==> src/rtl/st7735_spi_rx.sv <==
// SPI-slave front end for an ST7735R-style display controller: oversamples
// SCK/CS/MOSI/DC in the system clock domain and turns the byte stream into pulses.
//
// state    | meaning
// ---------+-----------------------------------------------------------
// ST_IDLE  | no active command, data bytes are discarded
// ST_CASET | collecting XS/XE column-window parameters
// ST_RASET | collecting YS/YE row-window parameters
// ST_RAMWR | streaming RGB565 pixels, two bytes per pixel
module st7735_spi_rx #(
    parameter int SYNC_STAGES = 2,
    parameter int DEF_COL_END = 479,
    parameter int DEF_ROW_END = 271
) (
    input  logic        i_clk,
    input  logic        i_rst,
    input  logic        i_spi_clk,
    input  logic        i_spi_cs,
    input  logic        i_spi_mosi,
    input  logic        i_dc,
    output logic [7:0]  o_inst_data,
    output logic        o_inst_en_pls,
    output logic [15:0] o_pixel_data,
    output logic        o_pixel_en_pls,
    output logic [31:0] o_col_addr,
    output logic        o_col_addr_en_pls,
    output logic [31:0] o_row_addr,
    output logic        o_row_addr_en_pls
);

    localparam logic [31:0] COL_RST     = {16'd0, 16'(DEF_COL_END)};
    localparam logic [31:0] ROW_RST     = {16'd0, 16'(DEF_ROW_END)};
    localparam logic [7:0]  CMD_SWRESET = 8'h01;
    localparam logic [7:0]  CMD_CASET   = 8'h2A;
    localparam logic [7:0]  CMD_RASET   = 8'h2B;
    localparam logic [7:0]  CMD_RAMWR   = 8'h2C;

    typedef enum logic [1:0] {
        ST_IDLE,
        ST_CASET,
        ST_RASET,
        ST_RAMWR
    } state_t;

    state_t state_q;
    state_t state_nxt;

    logic [SYNC_STAGES-1:0] sck_sync;
    logic [SYNC_STAGES-1:0] cs_sync;
    logic [SYNC_STAGES-1:0] mosi_sync;
    logic [SYNC_STAGES-1:0] dc_sync;
    logic                   sck_prev;
    logic                   sck_s;
    logic                   cs_s;
    logic                   mosi_s;
    logic                   dc_s;
    logic                   sck_rise;

    logic [6:0]  shift_q;
    logic [2:0]  bit_cnt;
    logic [7:0]  rx_byte;
    logic        byte_done;

    logic        pix_phase;
    logic [7:0]  pix_high_q;
    logic [2:0]  param_idx;
    logic [23:0] shadow_q;

    // CS sync resets high so nothing is seen as selected while coming out of reset
    always_ff @(posedge i_clk or posedge i_rst) begin
        if (i_rst) begin
            sck_sync  <= '0;
            cs_sync   <= '1;
            mosi_sync <= '0;
            dc_sync   <= '0;
            sck_prev  <= 1'b0;
        end else begin
            sck_sync  <= {sck_sync[SYNC_STAGES-2:0], i_spi_clk};
            cs_sync   <= {cs_sync[SYNC_STAGES-2:0], i_spi_cs};
            mosi_sync <= {mosi_sync[SYNC_STAGES-2:0], i_spi_mosi};
            dc_sync   <= {dc_sync[SYNC_STAGES-2:0], i_dc};
            sck_prev  <= sck_s;
        end
    end

    assign sck_s     = sck_sync[SYNC_STAGES-1];
    assign cs_s      = cs_sync[SYNC_STAGES-1];
    assign mosi_s    = mosi_sync[SYNC_STAGES-1];
    assign dc_s      = dc_sync[SYNC_STAGES-1];
    assign sck_rise  = sck_s & ~sck_prev & ~cs_s;
    assign rx_byte   = {shift_q, mosi_s};
    assign byte_done = sck_rise && (bit_cnt == 3'd7);

    always_ff @(posedge i_clk or posedge i_rst) begin
        if (i_rst) begin
            shift_q <= '0;
            bit_cnt <= '0;
        end else if (cs_s) begin
            bit_cnt <= '0;
        end else if (sck_rise) begin
            shift_q <= rx_byte[6:0];
            bit_cnt <= bit_cnt + 3'd1;
        end
    end

    always_ff @(posedge i_clk or posedge i_rst) begin
        if (i_rst) begin
            state_q <= ST_IDLE;
        end else begin
            state_q <= state_nxt;
        end
    end

    always_comb begin
        state_nxt = state_q;
        if (byte_done && !dc_s) begin
            case (rx_byte)
                CMD_CASET: state_nxt = ST_CASET;
                CMD_RASET: state_nxt = ST_RASET;
                CMD_RAMWR: state_nxt = ST_RAMWR;
                default:   state_nxt = ST_IDLE;
            endcase
        end
    end

    always_ff @(posedge i_clk or posedge i_rst) begin
        if (i_rst) begin
            o_inst_data       <= 8'h00;
            o_inst_en_pls     <= 1'b0;
            o_pixel_data      <= 16'h0000;
            o_pixel_en_pls    <= 1'b0;
            o_col_addr        <= COL_RST;
            o_col_addr_en_pls <= 1'b0;
            o_row_addr        <= ROW_RST;
            o_row_addr_en_pls <= 1'b0;
            pix_phase         <= 1'b0;
            pix_high_q        <= 8'h00;
            param_idx         <= 3'd0;
            shadow_q          <= '0;
        end else begin
            o_inst_en_pls     <= 1'b0;
            o_pixel_en_pls    <= 1'b0;
            o_col_addr_en_pls <= 1'b0;
            o_row_addr_en_pls <= 1'b0;
            if (byte_done) begin
                if (!dc_s) begin
                    o_inst_data   <= rx_byte;
                    o_inst_en_pls <= 1'b1;
                    pix_phase     <= 1'b0;
                    param_idx     <= 3'd0;
                    shadow_q      <= '0;
                    if (rx_byte == CMD_SWRESET) begin
                        o_col_addr <= COL_RST;
                        o_row_addr <= ROW_RST;
                    end
                end else begin
                    case (state_q)
                        ST_CASET, ST_RASET: begin
                            // index stops at 4 so surplus parameters fall through untouched
                            if (param_idx < 3'd4) begin
                                param_idx <= param_idx + 3'd1;
                                case (param_idx)
                                    3'd0: shadow_q[23:16] <= rx_byte;
                                    3'd1: shadow_q[15:8]  <= rx_byte;
                                    3'd2: shadow_q[7:0]   <= rx_byte;
                                    3'd3: begin
                                        if (state_q == ST_CASET) begin
                                            o_col_addr        <= {shadow_q, rx_byte};
                                            o_col_addr_en_pls <= 1'b1;
                                        end else begin
                                            o_row_addr        <= {shadow_q, rx_byte};
                                            o_row_addr_en_pls <= 1'b1;
                                        end
                                    end
                                    default: ;
                                endcase
                            end
                        end
                        ST_RAMWR: begin
                            if (!pix_phase) begin
                                pix_high_q <= rx_byte;
                                pix_phase  <= 1'b1;
                            end else begin
                                o_pixel_data   <= {pix_high_q, rx_byte};
                                o_pixel_en_pls <= 1'b1;
                                pix_phase      <= 1'b0;
                            end
                        end
                        default: ;
                    endcase
                end
            end
        end
    end

endmodule
==> config.mk <==
export PLATFORM = sky130hd
export DESIGN_NAME = st7735_spi_rx
export DESIGN_NICKNAME = d
export VERILOG_FILES = /design/src/rtl/st7735_spi_rx.sv
export SDC_FILE = /design/constraint.sdc
export NUM_CORES = 1
export LEC_CHECK = 0
export CAP_MARGIN = 20
export CELL_PAD_IN_SITES_DETAIL_PLACEMENT = 1
export CELL_PAD_IN_SITES_GLOBAL_PLACEMENT = 1
export CORE_ASPECT_RATIO = 0.6
export CORE_MARGIN = 5
export CORE_UTILIZATION = 44
export CTS_CLUSTER_DIAMETER = 60
export DETAILED_ROUTE_END_ITERATION = 8
export PLACE_DENSITY = 0.92
export SLEW_MARGIN = 20
export SYNTH_ARGS = -nofsm -noshare
export SYNTH_HDL_FRONTEND = slang
export SYNTH_SLANG_ARGS = --single-unit
==> constraint.sdc <==
create_clock -name i_clk -period 5.88 [get_ports i_clk]
set_input_delay 0.882 -clock i_clk [delete_from_list [all_inputs] [get_ports i_clk]]
set_output_delay 0.882 -clock i_clk [all_outputs]
set_load 0.02 [all_outputs]
==> qor.txt <==
outcome: finished, final reports clean
Seq cells post-synth: 149
final setup fails: 0
number of I/O pins: 98
Comb power frac: 4.2%
Fin. Hold Viols: 0
Post-CTS Hold Buffers: 0
Net Sw Frac: 24.4%
Routed Antenna Nets: 0
Pwr Density: 298 nW/um2
Max Fclk: 375 MHz
CTS tree: done
Synth Flop Type: dfrtp_1
Post-Syn Area: 6110 um2
clock insertion delay at the later pin of the skew report: 0.42 ns
Synth Warn #: 0
initial antenna violation count: 0
combinational family with the most area after synthesis: multiplexers
Post-synth EDFFs: 0
internal power: 1760 uW
leading cell type in the layout, fill and taps excluded: dfrtp_1
Post-Synth Adder-Cell Area: 2.05%
TritonCTS buffer count: 17
Synth-to-Final Area Change: 27.6%
drt drc: 0
core area: 13,600 um2
post-synthesis compound-gate area fraction: 3.59%
Hold Path Class: reg2reg
register share of total power: 48.1%
Vias/cell: 5.24
DP Worst Slack: 3.08 ns
sw power: 567 uW
top post-synthesis cells by area: dfrtp_1 (55%), mux2_2 (13%), mux2_4 (7.4%)
post-synthesis mux area share: 21.5%
post-synth top area cell: dfrtp_1
Routed Wire Length: 15,100 um
Leak: 0.00367 uW
Worst-path clk slew: 0.06 ns
critical path arrival: 2.95 ns
area of the multi-input gates: 2180 um2
crit path kind: reg2reg
vias in the first global route: 4,345
Die X: 162 um
most frequent cells in the layout: dfrtp_1 (134), clkdlybuf4s50_1 (97), mux2_2 (70), nand2_1 (36), mux2_4 (30)
Die ar.: 16,400 um2
Least-Margin Pin Slew: 1.11 ns
Clock Sink Count: 149
Worst setup SP type: register
largest net degree at the start of global routing: 93
maximum buffer depth of the clock tree: 2
count of different cell masters after synthesis: 32
syn_nets: 450
final period utilization: 45.3%
Final WS setup: 3.22 ns
unrepaired setup endpoints after global routing: false
DRT iter0 DRCs: 197
worst-path fanout max: 32
Gate Count Post-Synth: 434
CTS H-tree lvls: 4
final setup TNS: 0 ns
WL per Instance: 21.1 um
CP Data Required Time: 6.17 ns
Synth Area per Inst: 14.1 um2
minimum clock period after layout: 2.66 ns
ant diodes: 0
share of post-route cells with drive strength above 1: 28.5%
Pre-antenna DRT Iters: 4
Starting Density: 44.8%
Vias: 3,759
PortBufs: 97
clock share of power: 47.7%
max cap viols: 0
Row Count: 33
GR Overflow Total: 0
Post-CTS Setup Inserts: 0
post-cts resize count: 0
Slew headroom: 26.0%
Seq/Total Area, Yosys: 61.4%
max-slew violations: 0
ys async rst share: 100%
die height: 101 um
first-pass GRT wire length: 24,400 um
GPL Wtd Cong: 0.779
CTS Root Cell: clkbuf_16
GRT Overall Usage: 19.3%
Peak VDD IR: 0.199 mV
register area: 3750 um2
HPWL after detailed placement: 9650 um
fillers: 1,302
xor and xnor fraction of the mapped netlist area: 0.143%
simple-gate share of the synthesized area: 8.34%
clock skew: 0.0146 ns
utilization after layout: 57.2%
Worst setup EP type: register
NumNets Final: 546
Synth top area share: 54.9%
cells by family after synthesis:
logic type               Yosys count
AO/OA/AOI/OAI                     37
flip-flops                       149
multiplexers                     107
buffers and inverters             37
AND/OR/NAND/NOR                   93
XOR/XNOR                           1
adder cells (fa/ha/maj)           10
power by group through the flow:
stage / clock [uW] / sequential, uW / combinational, uW
6_report: 1110 / 1120 / 97.3
5_1_grt: 1160 / 1120 / 109
4_1_cts: 1120 / 1120 / 99.7
3_5_place_dp: 0 / 1130 / 97.7
3_3_place_gp: 0 / 1130 / 90.4
2_1_floorplan: 0 / 1090 / 77.3
final timing paths:
path                                              from                    endpoint  slack, ns  cells after the start
worst max-delay path            bit_cnt[0]$_DFFE_PP0P_  o_row_addr[24]$_DFFE_PP0P_       3.22                      6
worst min-delay path             sck_sync[0]$_DFF_PP0_       sck_sync[1]$_DFF_PP0_       0.35                      0
worst max register to register  bit_cnt[0]$_DFFE_PP0P_  o_row_addr[24]$_DFFE_PP0P_       3.22                      6
worst min register to register   sck_sync[0]$_DFF_PP0_       sck_sync[1]$_DFF_PP0_       0.35                      0
max in group asynchronous                        i_rst    shadow_q[22]$_DFFE_PP0P_       3.56                      3
min in group asynchronous                        i_rst  o_col_addr[24]$_DFFE_PP0P_       0.98                      2
critical path: stages, from the launching register on:
cell and delay [ns]:
dfrtp_1 0.39, ha_1 0.21, ha_1 0.18, and4bb_4 0.27, and2_4 0.17, a2bb2oi_4 0.86, mux2_2 0.43
sequential cells by signal, indices dropped and copies added (netlist names), 3 cells and up:
name          flops
bit_cnt           3
o_col_addr       32
o_inst_data       8
o_pixel_data     16
o_row_addr       32
param_idx         3
pix_high_q        8
shadow_q         24
shift_q           7
cells in the mapped netlist, drive strengths merged (6+ instances only):
master / n
mux2i: 6
mux2: 101
o21ai: 30
clkbuf: 9
nand2b: 12
buf: 13
ha: 10
nand2: 36
inv: 15
nor2: 9
dfstp: 15
and2: 25
dfrtp: 134
metal layers:
layer	wire length (um)	track usage, %	up-vias	part of all wire (%)
met4	216	5.72	0	1.4
met1	6910	25.3	1954	46
met5	0	0	-	0
met3	891	5.86	22	5.9
met2	7130	31.5	113	47
li1	-	-	1670	-
metrics by stage:
| stage | hold WS (ns) | total power, uW | area, um2 | std cells |
|---|---|---|---|---|
| after floorplan | 0.331 | 1170 | 6110 | 434 |
| after global placement | 0.332 | 1220 | 7200 | 686 |
| after detailed placement | 0.341 | 1230 | 7200 | 686 |
| after CTS | 0.356 | 2340 | 7790 | 718 |
| after global routing | 0.360 | 2390 | 7790 | 718 |
| final | 0.353 | 2320 | 7790 | 718 |
layout make-up:
class	instances	area share [%]
Sequential cell	149	48.1
Multi-Input combinational cell	248	28.0
Timing Repair Buffer	99	12.7
Clock buffer	20	5.60
Tap cell	175	2.81
Clock inverter	12	2.02
Inverter	15	0.787
Power figures use the tool's default switching activity.
